`src/rtl/aes_stream_adapter_pkg.sv`:
```
// Shared types and constants for the AES stream adapter and its helpers.
package aes_package;

   localparam int AES_WORD_WIDTH      = 32;
   localparam int AES_BLOCK_WIDTH     = 128;
   localparam int AES_WORDS_PER_BLOCK = 4;

   // Job sequencing states of the adapter.
   typedef enum logic [2:0] {
      ST_IDLE   = 3'd0,
      ST_GATHER = 3'd1,
      ST_CIPHER = 3'd2,
      ST_EMIT   = 3'd3,
      ST_DONE   = 3'd4
   } aes_adapter_state_t;

endpackage

```
`src/rtl/aes_stream_adapter_if.sv`:
```
// Stream and cipher-core handshake bundle seen by the AES stream adapter.
// The slave modport is the adapter's view; master is the surrounding system.
interface aes_stream_adapter_if;
   import aes_package::*;

   logic                       pt_valid;
   logic                       pt_ready;
   logic [AES_WORD_WIDTH-1:0]  pt_data;
   logic                       core_req;
   logic                       core_ack;
   logic [AES_BLOCK_WIDTH-1:0] core_pt;
   logic [AES_BLOCK_WIDTH-1:0] core_ct;
   logic                       ct_valid;
   logic                       ct_ready;
   logic [AES_WORD_WIDTH-1:0]  ct_data;

   modport slave (
      input  pt_valid, pt_data, core_ack, core_ct, ct_ready,
      output pt_ready, core_req, core_pt, ct_valid, ct_data
   );

   modport master (
      output pt_valid, pt_data, core_ack, core_ct, ct_ready,
      input  pt_ready, core_req, core_pt, ct_valid, ct_data
   );

endinterface

```
`src/rtl/aes_stream_adapter_serializer.sv`:
```
// Splits a captured 128-bit block into 32-bit words on a valid/ready sink,
// word 0 (LSBs) first. Valid follows 'active' only, so once raised the word
// is held stable until the sink accepts it.
module aes_word_serializer #(
   parameter int DATA_WIDTH  = 32,
   parameter int BLOCK_WIDTH = 128
) (
   input  logic                   clk,
   input  logic                   reset,
   input  logic                   load,
   input  logic [BLOCK_WIDTH-1:0] load_data,
   input  logic                   active,
   input  logic                   ct_ready,
   output logic                   ct_valid,
   output logic [DATA_WIDTH-1:0]  ct_data,
   output logic                   last_hs
);

   localparam int WPB   = BLOCK_WIDTH / DATA_WIDTH;
   localparam int IDX_W = $clog2(WPB);

   logic [BLOCK_WIDTH-1:0] ct_buf_r;
   logic [IDX_W-1:0]       word_cnt_r;
   logic                   hs_s;

   // Handshake decode and word select from the registered buffer.
   always_comb begin
      ct_valid = active;
      hs_s     = active & ct_ready;
      last_hs  = hs_s & (word_cnt_r == IDX_W'(WPB - 1));
      ct_data  = ct_buf_r[word_cnt_r * DATA_WIDTH +: DATA_WIDTH];
   end

   // Capture a fresh block or step to the next word on each accepted beat.
   always_ff @(posedge clk) begin
      if (reset) begin
         ct_buf_r   <= {BLOCK_WIDTH{1'b0}};
         word_cnt_r <= {IDX_W{1'b0}};
      end else if (load) begin
         ct_buf_r   <= load_data;
         word_cnt_r <= {IDX_W{1'b0}};
      end else if (hs_s) begin
         word_cnt_r <= word_cnt_r + IDX_W'(1);
      end
   end

endmodule

```
`src/rtl/aes_stream_adapter.sv`:
```
// Engine-side adapter between HWPE streamers and an iterative AES core:
// gathers four plaintext words per block, hands the block to the core,
// then streams the ciphertext back out and pulses done after the last block.
module aes_stream_adapter
   import aes_package::*;
#(
   parameter int DATA_WIDTH  = 32,
   parameter int BLOCK_WIDTH = 128,
   parameter int CNT_WIDTH   = 8
) (
   input  logic                 clk,
   input  logic                 reset,
   input  logic                 clear,
   input  logic                 enable,
   input  logic                 start,
   input  logic [CNT_WIDTH-1:0] n_blocks,
   output logic                 busy,
   output logic                 done,
   aes_stream_adapter_if.slave  bus
);

   localparam int WPB   = BLOCK_WIDTH / DATA_WIDTH;
   localparam int IDX_W = $clog2(WPB);

   aes_adapter_state_t     state_r;
   aes_adapter_state_t     state_nxt_s;
   logic                   srst_s;
   logic                   start_acc_s;
   logic                   pt_hs_s;
   logic                   gather_last_s;
   logic                   emit_last_s;
   logic                   final_blk_s;
   logic [CNT_WIDTH-1:0]   nblk_r;
   logic [CNT_WIDTH-1:0]   block_cnt_r;
   logic [CNT_WIDTH-1:0]   last_blk_s;
   logic [IDX_W-1:0]       gather_cnt_r;
   logic [BLOCK_WIDTH-1:0] pt_buf_r;

   assign srst_s = reset | clear;

   // Handshake and end-of-block / end-of-job decode.
   always_comb begin
      pt_hs_s       = bus.pt_valid & bus.pt_ready;
      gather_last_s = (gather_cnt_r == IDX_W'(WPB - 1));
      last_blk_s    = nblk_r - {{(CNT_WIDTH-1){1'b0}}, 1'b1};
      final_blk_s   = (block_cnt_r == last_blk_s);
   end

   // Next-state decode; start is only honoured from IDLE with enable high.
   always_comb begin
      state_nxt_s = state_r;
      start_acc_s = 1'b0;
      case (state_r)
         ST_IDLE: begin
            if (start && enable) begin
               start_acc_s = 1'b1;
               if (n_blocks == {CNT_WIDTH{1'b0}}) begin
                  state_nxt_s = ST_DONE;
               end else begin
                  state_nxt_s = ST_GATHER;
               end
            end else begin
               state_nxt_s = ST_IDLE;
            end
         end
         ST_GATHER: begin
            if (pt_hs_s && gather_last_s) begin
               state_nxt_s = ST_CIPHER;
            end else begin
               state_nxt_s = ST_GATHER;
            end
         end
         ST_CIPHER: begin
            if (bus.core_ack) begin
               state_nxt_s = ST_EMIT;
            end else begin
               state_nxt_s = ST_CIPHER;
            end
         end
         ST_EMIT: begin
            if (emit_last_s) begin
               if (final_blk_s) begin
                  state_nxt_s = ST_DONE;
               end else begin
                  state_nxt_s = ST_GATHER;
               end
            end else begin
               state_nxt_s = ST_EMIT;
            end
         end
         ST_DONE: begin
            state_nxt_s = ST_IDLE;
         end
         default: begin
            state_nxt_s = ST_IDLE;
         end
      endcase
   end

   // State register; reset and clear both return to IDLE.
   always_ff @(posedge clk) begin
      if (srst_s) begin
         state_r <= ST_IDLE;
      end else begin
         state_r <= state_nxt_s;
      end
   end

   // Job bookkeeping and plaintext packing (word 0 lands in the LSBs).
   always_ff @(posedge clk) begin
      if (srst_s) begin
         nblk_r       <= {CNT_WIDTH{1'b0}};
         block_cnt_r  <= {CNT_WIDTH{1'b0}};
         gather_cnt_r <= {IDX_W{1'b0}};
         pt_buf_r     <= {BLOCK_WIDTH{1'b0}};
      end else begin
         if (start_acc_s) begin
            nblk_r       <= n_blocks;
            block_cnt_r  <= {CNT_WIDTH{1'b0}};
            gather_cnt_r <= {IDX_W{1'b0}};
         end
         if (pt_hs_s) begin
            pt_buf_r[gather_cnt_r * DATA_WIDTH +: DATA_WIDTH] <= bus.pt_data;
            gather_cnt_r <= gather_cnt_r + IDX_W'(1);
         end
         if ((state_r == ST_EMIT) && emit_last_s && !final_blk_s) begin
            block_cnt_r <= block_cnt_r + {{(CNT_WIDTH-1){1'b0}}, 1'b1};
         end
      end
   end

   // Outputs decoded from registered state; only pt_ready sees enable.
   always_comb begin
      bus.pt_ready = (state_r == ST_GATHER) & enable;
      bus.core_req = (state_r == ST_CIPHER);
      bus.core_pt  = pt_buf_r;
      busy         = (state_r != ST_IDLE);
      done         = (state_r == ST_DONE);
   end

   aes_word_serializer #(
      .DATA_WIDTH  (DATA_WIDTH),
      .BLOCK_WIDTH (BLOCK_WIDTH)
   ) u_serializer (
      .clk       (clk),
      .reset     (srst_s),
      .load      ((state_r == ST_CIPHER) & bus.core_ack),
      .load_data (bus.core_ct),
      .active    (state_r == ST_EMIT),
      .ct_ready  (bus.ct_ready),
      .ct_valid  (bus.ct_valid),
      .ct_data   (bus.ct_data),
      .last_hs   (emit_last_s)
   );

endmodule

```
`src/flat_wrapper.sv`:
```
// flat-port wrapper written by rule: the top's interface ports become plain ports
module aes_stream_adapter_flat import aes_package::*;
#(
   parameter int DATA_WIDTH  = 32,
   parameter int BLOCK_WIDTH = 128,
   parameter int CNT_WIDTH   = 8
)
  (clk, reset, clear, enable, start, n_blocks, busy, done, bus_pt_valid, bus_pt_data, bus_core_ack, bus_core_ct, bus_ct_ready, bus_pt_ready, bus_core_req, bus_core_pt, bus_ct_valid, bus_ct_data);
  aes_stream_adapter_if bus_i ();
  input  logic clk;
  input  logic reset;
  input  logic clear;
  input  logic enable;
  input  logic start;
  input  logic [CNT_WIDTH-1:0] n_blocks;
  output logic busy;
  output logic done;
  input wire logic [$bits(bus_i.pt_valid)-1:0] bus_pt_valid;
  input wire logic [$bits(bus_i.pt_data)-1:0] bus_pt_data;
  input wire logic [$bits(bus_i.core_ack)-1:0] bus_core_ack;
  input wire logic [$bits(bus_i.core_ct)-1:0] bus_core_ct;
  input wire logic [$bits(bus_i.ct_ready)-1:0] bus_ct_ready;
  output wire logic [$bits(bus_i.pt_ready)-1:0] bus_pt_ready;
  output wire logic [$bits(bus_i.core_req)-1:0] bus_core_req;
  output wire logic [$bits(bus_i.core_pt)-1:0] bus_core_pt;
  output wire logic [$bits(bus_i.ct_valid)-1:0] bus_ct_valid;
  output wire logic [$bits(bus_i.ct_data)-1:0] bus_ct_data;
  assign bus_i.pt_valid = bus_pt_valid;
  assign bus_i.pt_data = bus_pt_data;
  assign bus_i.core_ack = bus_core_ack;
  assign bus_i.core_ct = bus_core_ct;
  assign bus_i.ct_ready = bus_ct_ready;
  assign bus_pt_ready = bus_i.pt_ready;
  assign bus_core_req = bus_i.core_req;
  assign bus_core_pt = bus_i.core_pt;
  assign bus_ct_valid = bus_i.ct_valid;
  assign bus_ct_data = bus_i.ct_data;
  aes_stream_adapter #(.DATA_WIDTH(DATA_WIDTH), .BLOCK_WIDTH(BLOCK_WIDTH), .CNT_WIDTH(CNT_WIDTH)) u_core (.clk(clk), .reset(reset), .clear(clear), .enable(enable), .start(start), .n_blocks(n_blocks), .busy(busy), .done(done), .bus(bus_i));
endmodule
```
`config.mk`:
```
export PLATFORM = sky130hd
export DESIGN_NAME = aes_stream_adapter_flat
export DESIGN_NICKNAME = d
export VERILOG_FILES = /design/src/rtl/aes_stream_adapter_pkg.sv /design/src/rtl/aes_stream_adapter_if.sv /design/src/rtl/aes_stream_adapter_serializer.sv /design/src/rtl/aes_stream_adapter.sv /design/src/flat_wrapper.sv
export SDC_FILE = /design/constraint.sdc
export NUM_CORES = 1
export LEC_CHECK = 0
export BUFFER_PORTS_ARGS = -buffer_cell sky130_fd_sc_hd__buf_2
export CAP_MARGIN = 40
export CORE_AREA = 2 2 159 146
export DETAILED_ROUTE_END_ITERATION = 12
export DIE_AREA = 0 0 161 148
export MAX_ROUTING_LAYER = met4
export PLACE_DENSITY = 0.8
export SLEW_MARGIN = 10
export SYNTH_ARGS = -nofsm -noshare
export SYNTH_HDL_FRONTEND = slang
export SYNTH_HIERARCHICAL = 1
export SYNTH_SLANG_ARGS = --single-unit
```
`constraint.sdc`:
```
create_clock -name clk -period 2.5 [get_ports clk]
set_clock_uncertainty 0.15 [all_clocks]
set_input_delay 0.125 -clock clk [delete_from_list [all_inputs] [get_ports clk]]
set_output_delay 0.125 -clock clk [all_outputs]
set_load 0.01 [all_outputs]
```
==> results.txt, run 1 <==
outcome -> completed
most frequent cells in the layout -> buf_2, dfxtp_1, dlygate4sd3_1
Layout area overhead -> 41.5%
DIE WIDTH -> 161 µm
grt ovf -> 0
RSZ-0062 raised after global routing -> no
met3 wire length -> 2580 µm
post-route ant nets -> 0
total clock sinks -> 279
post-synth top area share -> 49.1%
most common library cell in the layout ignoring fill and taps -> buf_2
DR vias/cell -> 5.50
Synth area leaders -> dfxtp_1, mux2i_1, a21oi_1, nand3_1, mux4_2
R2R cell count -> 8
post-synth top area cell -> dfxtp_1
CTS tree -> yes
Post-synth EDFFs -> 0
fill count -> 1494
Critical Path End -> u_core/block_cnt_r[7]
Finished Layout Cells -> 2005
Mapped Cells -> 1198
Root Driver -> clkbuf_16
area taken by multi-input logic gates -> 5280 µm²
HPWL Detailed -> 21200 µm
CP Capture Type -> register
Worst Tran Pin Value -> 0.739 ns
DR vias -> 11.0k
Die ar. -> 23800 µm²
Clock Latency Late Sink -> 0.53 ns
Peak VDD IR -> 547 µV
max-slew violation count -> 0
total design power -> 0.00922 W
Max-Cap Viols -> 0
distinct cell type count after synthesis -> 49
Setup CP Type -> register to register
Pleak -> 6.29 nW
synthesized net count -> 1382
Initial DRC Count -> 891
Initial DRT Pass Iterations -> 5
# setup viols final -> 0
async set-reset flop share out of synthesis -> 0%
final wirelength -> 37700 µm
Routed met2 length -> 19200 µm
R2R setup slack -> 0.16 ns
Hold WC Path Type -> primary input to register
Critical Path AT -> 2.61 ns
DP Worst Slack -> 0.109 ns
H-tree lvl count -> 1
hold path depth -> 5
Starting Density -> 51.5%
initial antenna violation count -> 3
Critical Path Start Type -> register
met1 wire length -> 13500 µm
Top Ports -> 341
Worst R2R Start -> u_core/nblk_r[0]
largest net degree at the start of global routing -> 153
GR Util All Layers -> 30.8%
Rel. slew slack -> 50.7%
register area share after synthesis -> 49.1%
Final Core Density -> 72.8%
CTS max path bufs -> 3
WL/cell -> 18.8 µm
worst reg2reg path endpoint -> u_core/block_cnt_r[7]
setup TNS -> 0 ns
Sequential cell area -> 5590 µm²
Die Ht -> 148 µm
Yosys warnings -> 6
TritonCTS buffer count -> 28
critical path required time -> 2.77 ns
DRC viols -> 0
endpoints failing hold -> 0
global-route wire length before repair -> 57800 µm
buffers added on ports -> 340
share of cells above drive strength 1 -> 27.6%
clk slew on worst S/H paths -> 0.06 ns
Worst Slack Setup Final -> 0.162 ns
Placed Cells incl. Taps -> 1764
nets -> 1869
area of the mapped netlist -> 11400 µm²
crit path launch -> u_core/nblk_r[0]
vias in the first global route -> 11.2k
Synth Register Bits -> 279
predominant post-synthesis flop cell -> dfxtp_1
post-route minimum period -> 2.34 ns
Post-Syn Area per Cell -> 9.50 µm²
RePlAce Congestion -> 0.857
Final period util -> 93.5%
pwr dens -> 573 nW/µm²
DR top layer -> met4
maximum clock frequency -> 428 MHz
row count -> 52
CORE AREA -> 22100 µm²
CP Max Fanout -> 8
[flip-flops by register name, indices dropped and copies added (netlist names)]
name                            flops
u_core/bus.core_pt                128
u_core/state_r                      3
u_core/block_cnt_r                  8
u_core/nblk_r                       8
u_core/u_serializer/ct_buf_r      128
u_core/gather_cnt_r                 2
u_core/u_serializer/word_cnt_r      2
[metal layers]
| layer | vias up | global-route usage [%] |
|---|---|---|
| met2 | 586 | 52.5 |
| met3 | 193 | 4.41 |
| met1 | 5142 | 34.0 |
| met4 | 0 | 19.6 |
| met5 | - | - |
| li1 | 5102 | - |
[per-stage QoR]
step / hold slack (ns) / area [µm²]
4_1_cts: 0.0145 / 16000
3_3_place_gp: 0.206 / 13300
6_report: 0.0504 / 16100
5_1_grt: 0.0653 / 16100
3_5_place_dp: 0.216 / 13300
2_1_floorplan: 0.111 / 11400
[repair_timing]
item,4_1_cts,5_1_grt
resized for setup,0,2
setup buffers,0,7
endpoints found under the setup margin,0,4
hold buffers,181,0
hold endpoints to repair,270,0
[final cells by class]
| class | count | share of cell area [%] |
|---|---|---|
| repair buffers | 552 | 24.2 |
| well taps | 297 | 2.31 |
| clock inverters | 8 | 0.404 |
| diodes | 3 | 0.0466 |
| inverters | 7 | 0.194 |
| flip-flops and latches | 279 | 34.7 |
| clock buffers | 42 | 5.31 |
| multi-input cells | 817 | 32.8 |
[worst max-delay path, cell delays in order, from the launching register on]
cell and delay [ns]:
dfxtp_2 0.36, inv_1 0.05, ha_1 0.23, xor2_1 0.16
xnor2_1 0.26, nand4_4 0.18, o311ai_4 0.45, nor2_1 0.11
a211o_1 0.28
[cell families after synthesis]
| group | share of synthesized area (%) |
|---|---|
| multiplexers | 17.7 |
| buffers and inverters | 4.77 |
| XOR/XNOR | 1.21 |
| AND/OR/NAND/NOR | 18.5 |
| flip-flops | 49.1 |
| adder cells (fa/ha/maj) | 0.879 |
| AO/OA/AOI/OAI | 7.90 |
[power by group]
part / internal [W] / switching [W]
Clock: 0.00245 / 0.00175
Combinational: 0.000321 / 0.000252
Sequential: 0.00445 / 0.00000534
[worst min path at each step]
| stage | startpoint | endpoint | slack (ns) |
|---|---|---|---|
| after floorplan | n_blocks[7] | u_core/nblk_r[7] | 0.11 |
| after global placement | bus_core_ct[26] | u_core/u_serializer/ct_buf_r[26] | 0.21 |
| after detailed placement | bus_core_ct[87] | u_core/u_serializer/ct_buf_r[87] | 0.22 |
| after CTS | start | u_core/block_cnt_r[0] | 0.01 |
| after global routing | start | u_core/block_cnt_r[0] | 0.07 |
| final | start | u_core/block_cnt_r[0] | 0.05 |
[cells in the mapped netlist, types with 2 or more instances]
master and instances:
xnor2_1 8, buf_4 3, buf_12 2, dfxtp_1 279, a21o_1 2, xnor2_2 2, inv_1 6, nor4_1 2
or2_2 3, buf_6 12, xor2_1 4, a22o_1 2, mux2i_1 128, clkbuf_1 65, a211oi_1 2, a211o_1 2
mux4_1 4, ha_1 8, and3_1 4, nor3b_1 8, nor2_1 140, a21oi_1 144, buf_2 12, mux4_2 28
or3_4 2, nand2_1 155, and2_1 5, a21bo_2 2, nand3_1 135, nor3_1 9, and2_2 2
No activity file was read; power rests on OpenSTA's default activity.
==> run 2: changes to the inputs <==
- CORE_AREA: 2 2 159 146 -> 2 2 171 156
- DIE_AREA: 0 0 161 148 -> 0 0 173 158
- PLACE_DENSITY: 0.8 -> 0.71
- RECOVER_POWER: not set -> 50
==> run 2 against run 1 <==
  * Sequential share of layout area barely moved
  * Highest routed layer unchanged
  * Largest cell class unchanged
  * Core utilization fell by 10 points
  * Via count fell by 0.81%
  * Clock power rose by 8.3%
  * Critical endpoint is now u_core/nblk_r[7]
  * Final cell count rose by 2.5%
  * Setup slack got worse by 0.050 ns
  * Design area barely moved
  * Register-to-register slack got worse by 0.03 ns
  * Combinational power barely moved
  * Maximum frequency fell by 2.1%
==> results.txt, run 2 (synthesis gave the netlist of run 1 again) <==
CTS tree -> yes
Die Ht -> 158 µm
Die ar. -> 27300 µm²
most frequent cells in the layout -> dfxtp_1, buf_2, dlygate4sd3_1
setup TNS -> 0 ns
CTS max path bufs -> 3
maximum clock frequency -> 419 MHz
Layout area overhead -> 41.5%
clock power share -> 47.5%
vias in the first global route -> 10.7k
critical path required time -> 2.83 ns
cells along the critical path -> dlygate4sd3_1 > buf_2 > nor2_1 > dlygate4sd3_1 > clkbuf_1 > inv_8 > a21oi_1 > dlygate4sd3_1
nets -> 1867
Top Ports -> 341
buffers added on ports -> 340
Seq pwr share -> 46.5%
P_int -> 0.00752 W
Worst Slack Setup Final -> 0.112 ns
total clock sinks -> 279
initial antenna violation count -> 1
Peak VDD IR -> 423 µV
Comb pwr share -> 6.0%
pwr dens -> 594 nW/µm²
most common library cell in the layout ignoring fill and taps -> dfxtp_1
global-route wire length before repair -> 56100 µm
HPWL Detailed -> 21200 µm
Max-Cap Viols -> 0
Root Driver -> clkbuf_16
row count -> 56
Rel. slew slack -> 45.3%
post-route cell area -> 16100 µm²
Clock Latency Late Sink -> 0.54 ns
RSZ-0062 raised after global routing -> no
Worst path max stage delay -> 0.60 ns
Setup CP Type -> primary input to register
CORE AREA -> 25600 µm²
CP Capture Type -> register
post-route ant nets -> 0
Initial DRC Count -> 839
Starting Density -> 44.4%
TritonCTS buffer count -> 29
H-tree lvl count -> 1
DIE WIDTH -> 173 µm
max-slew violation count -> 0
CP Max Fanout -> 18
post-route minimum period -> 2.39 ns
final wirelength -> 36200 µm
outcome -> completed
Initial DRT Pass Iterations -> 5
Crit path buffers/inverters -> 6
switch share -> 21.4%
GR Util All Layers -> 25.8%
grt ovf -> 0
share of cells above drive strength 1 -> 19.9%
Critical Path AT -> 2.72 ns
RePlAce Congestion -> 0.849
DR vias -> 10.9k
Worst Tran Pin Value -> 0.820 ns
Post-Place Cell Area -> 13400 µm²
DP Worst Slack -> 0.0669 ns
DRC viols -> 0
Sw Pwr -> 0.00205 W
Worst path most repeated cell -> dlygate4sd3_1
largest net degree at the start of global routing -> 129
clk slew on worst S/H paths -> 0.06 ns
Critical Path Start Type -> primary input
endpoints failing hold -> 0
slowest library cell on the worst path -> dlygate4sd3_1
WL/cell -> 17.6 µm
Final period util -> 95.5%
CP top delay family -> buffers and inverters
Hold WS -> 0.0323 ns
DR vias/cell -> 5.32
total design power -> 0.00957 W
Hold WC Path Type -> primary input to register
Pleak -> 5.74 nW
# setup viols final -> 0
## run 2: changes by cell type in the layout (fill, tap and decap cells not counted), moves of 3 or more
| cell | delta |
|---|---|
| buf_12 | +3 |
| buf_2 | -131 |
| buf_4 | -9 |
| bufinv_16 | +3 |
| clkbuf_1 | +134 |
| clkinv_2 | -3 |
## run 2: through the flow
step | cells | util, %
after floorplan | 1198 | -
after global placement | 1818 | 52.4
after detailed placement | 1818 | 52.4
after CTS | 2052 | 63.4
after global routing | 2054 | 62.8
final | 2055 | 62.8
## run 2: per-layer routing
layer,track usage [%],part of all wire (%),vias to the layer above
li1,-,-,5116
met1,31.2,40,5210
met2,43.4,50,481
met3,3.10,5.5,127
met4,12.5,4.7,0
met5,-,0,-
## run 2: repair_timing
action / 4_1_cts / 5_1_grt
hold buffers: 181 / 0
buffers inserted: 0 / 1
hold endpoints to repair: 273 / 0
resized for setup: 0 / 6
endpoints found under the setup margin: 0 / 8
## run 2: final cells by class
class                   count  area (µm²)
fillers                  2149        9530
flip-flops and latches    279        5590
multi-input cells         817        5310
repair buffers            549        3730
clock buffers              42         845
well taps                 348         435
clock inverters            11         165
inverters                   7        33.8
diodes                      2        5.00
## run 2: power groups by stage
stage          combinational, W  clock [W]  sequential, W
4_1_cts                0.000558    0.00462        0.00445
2_1_floorplan          0.000126          0        0.00455
3_3_place_gp           0.000334          0        0.00455
3_5_place_dp           0.000337          0        0.00455
6_report               0.000572    0.00455        0.00446
5_1_grt                0.000613    0.00478        0.00445
## run 2: path summary, 6_finish.rpt
kind | from | endpoint | slack (ns) | cells after the start
worst max register to register | u_core/nblk_r[1] | u_core/block_cnt_r[2] | 0.13 | 9
worst max-delay path | clear | u_core/nblk_r[7] | 0.11 | 8
worst min-delay path | bus_core_ack | u_core/u_serializer/ct_buf_r[97] | 0.03 | 4
worst min register to register | u_core/bus.core_pt[40] | u_core/bus.core_pt[40] | 0.30 | 2
## run 2: worst register-to-register path, delay by kind of cell (launching register included)
kind / cells / cell delay [ns]
adder cells (fa/ha/maj): 1 / 0.24
XOR/XNOR: 1 / 0.25
AND/OR/NAND/NOR: 3 / 0.42
buffers and inverters: 2 / 0.26
AO/OA/AOI/OAI: 2 / 0.57
flip-flops: 1 / 0.38
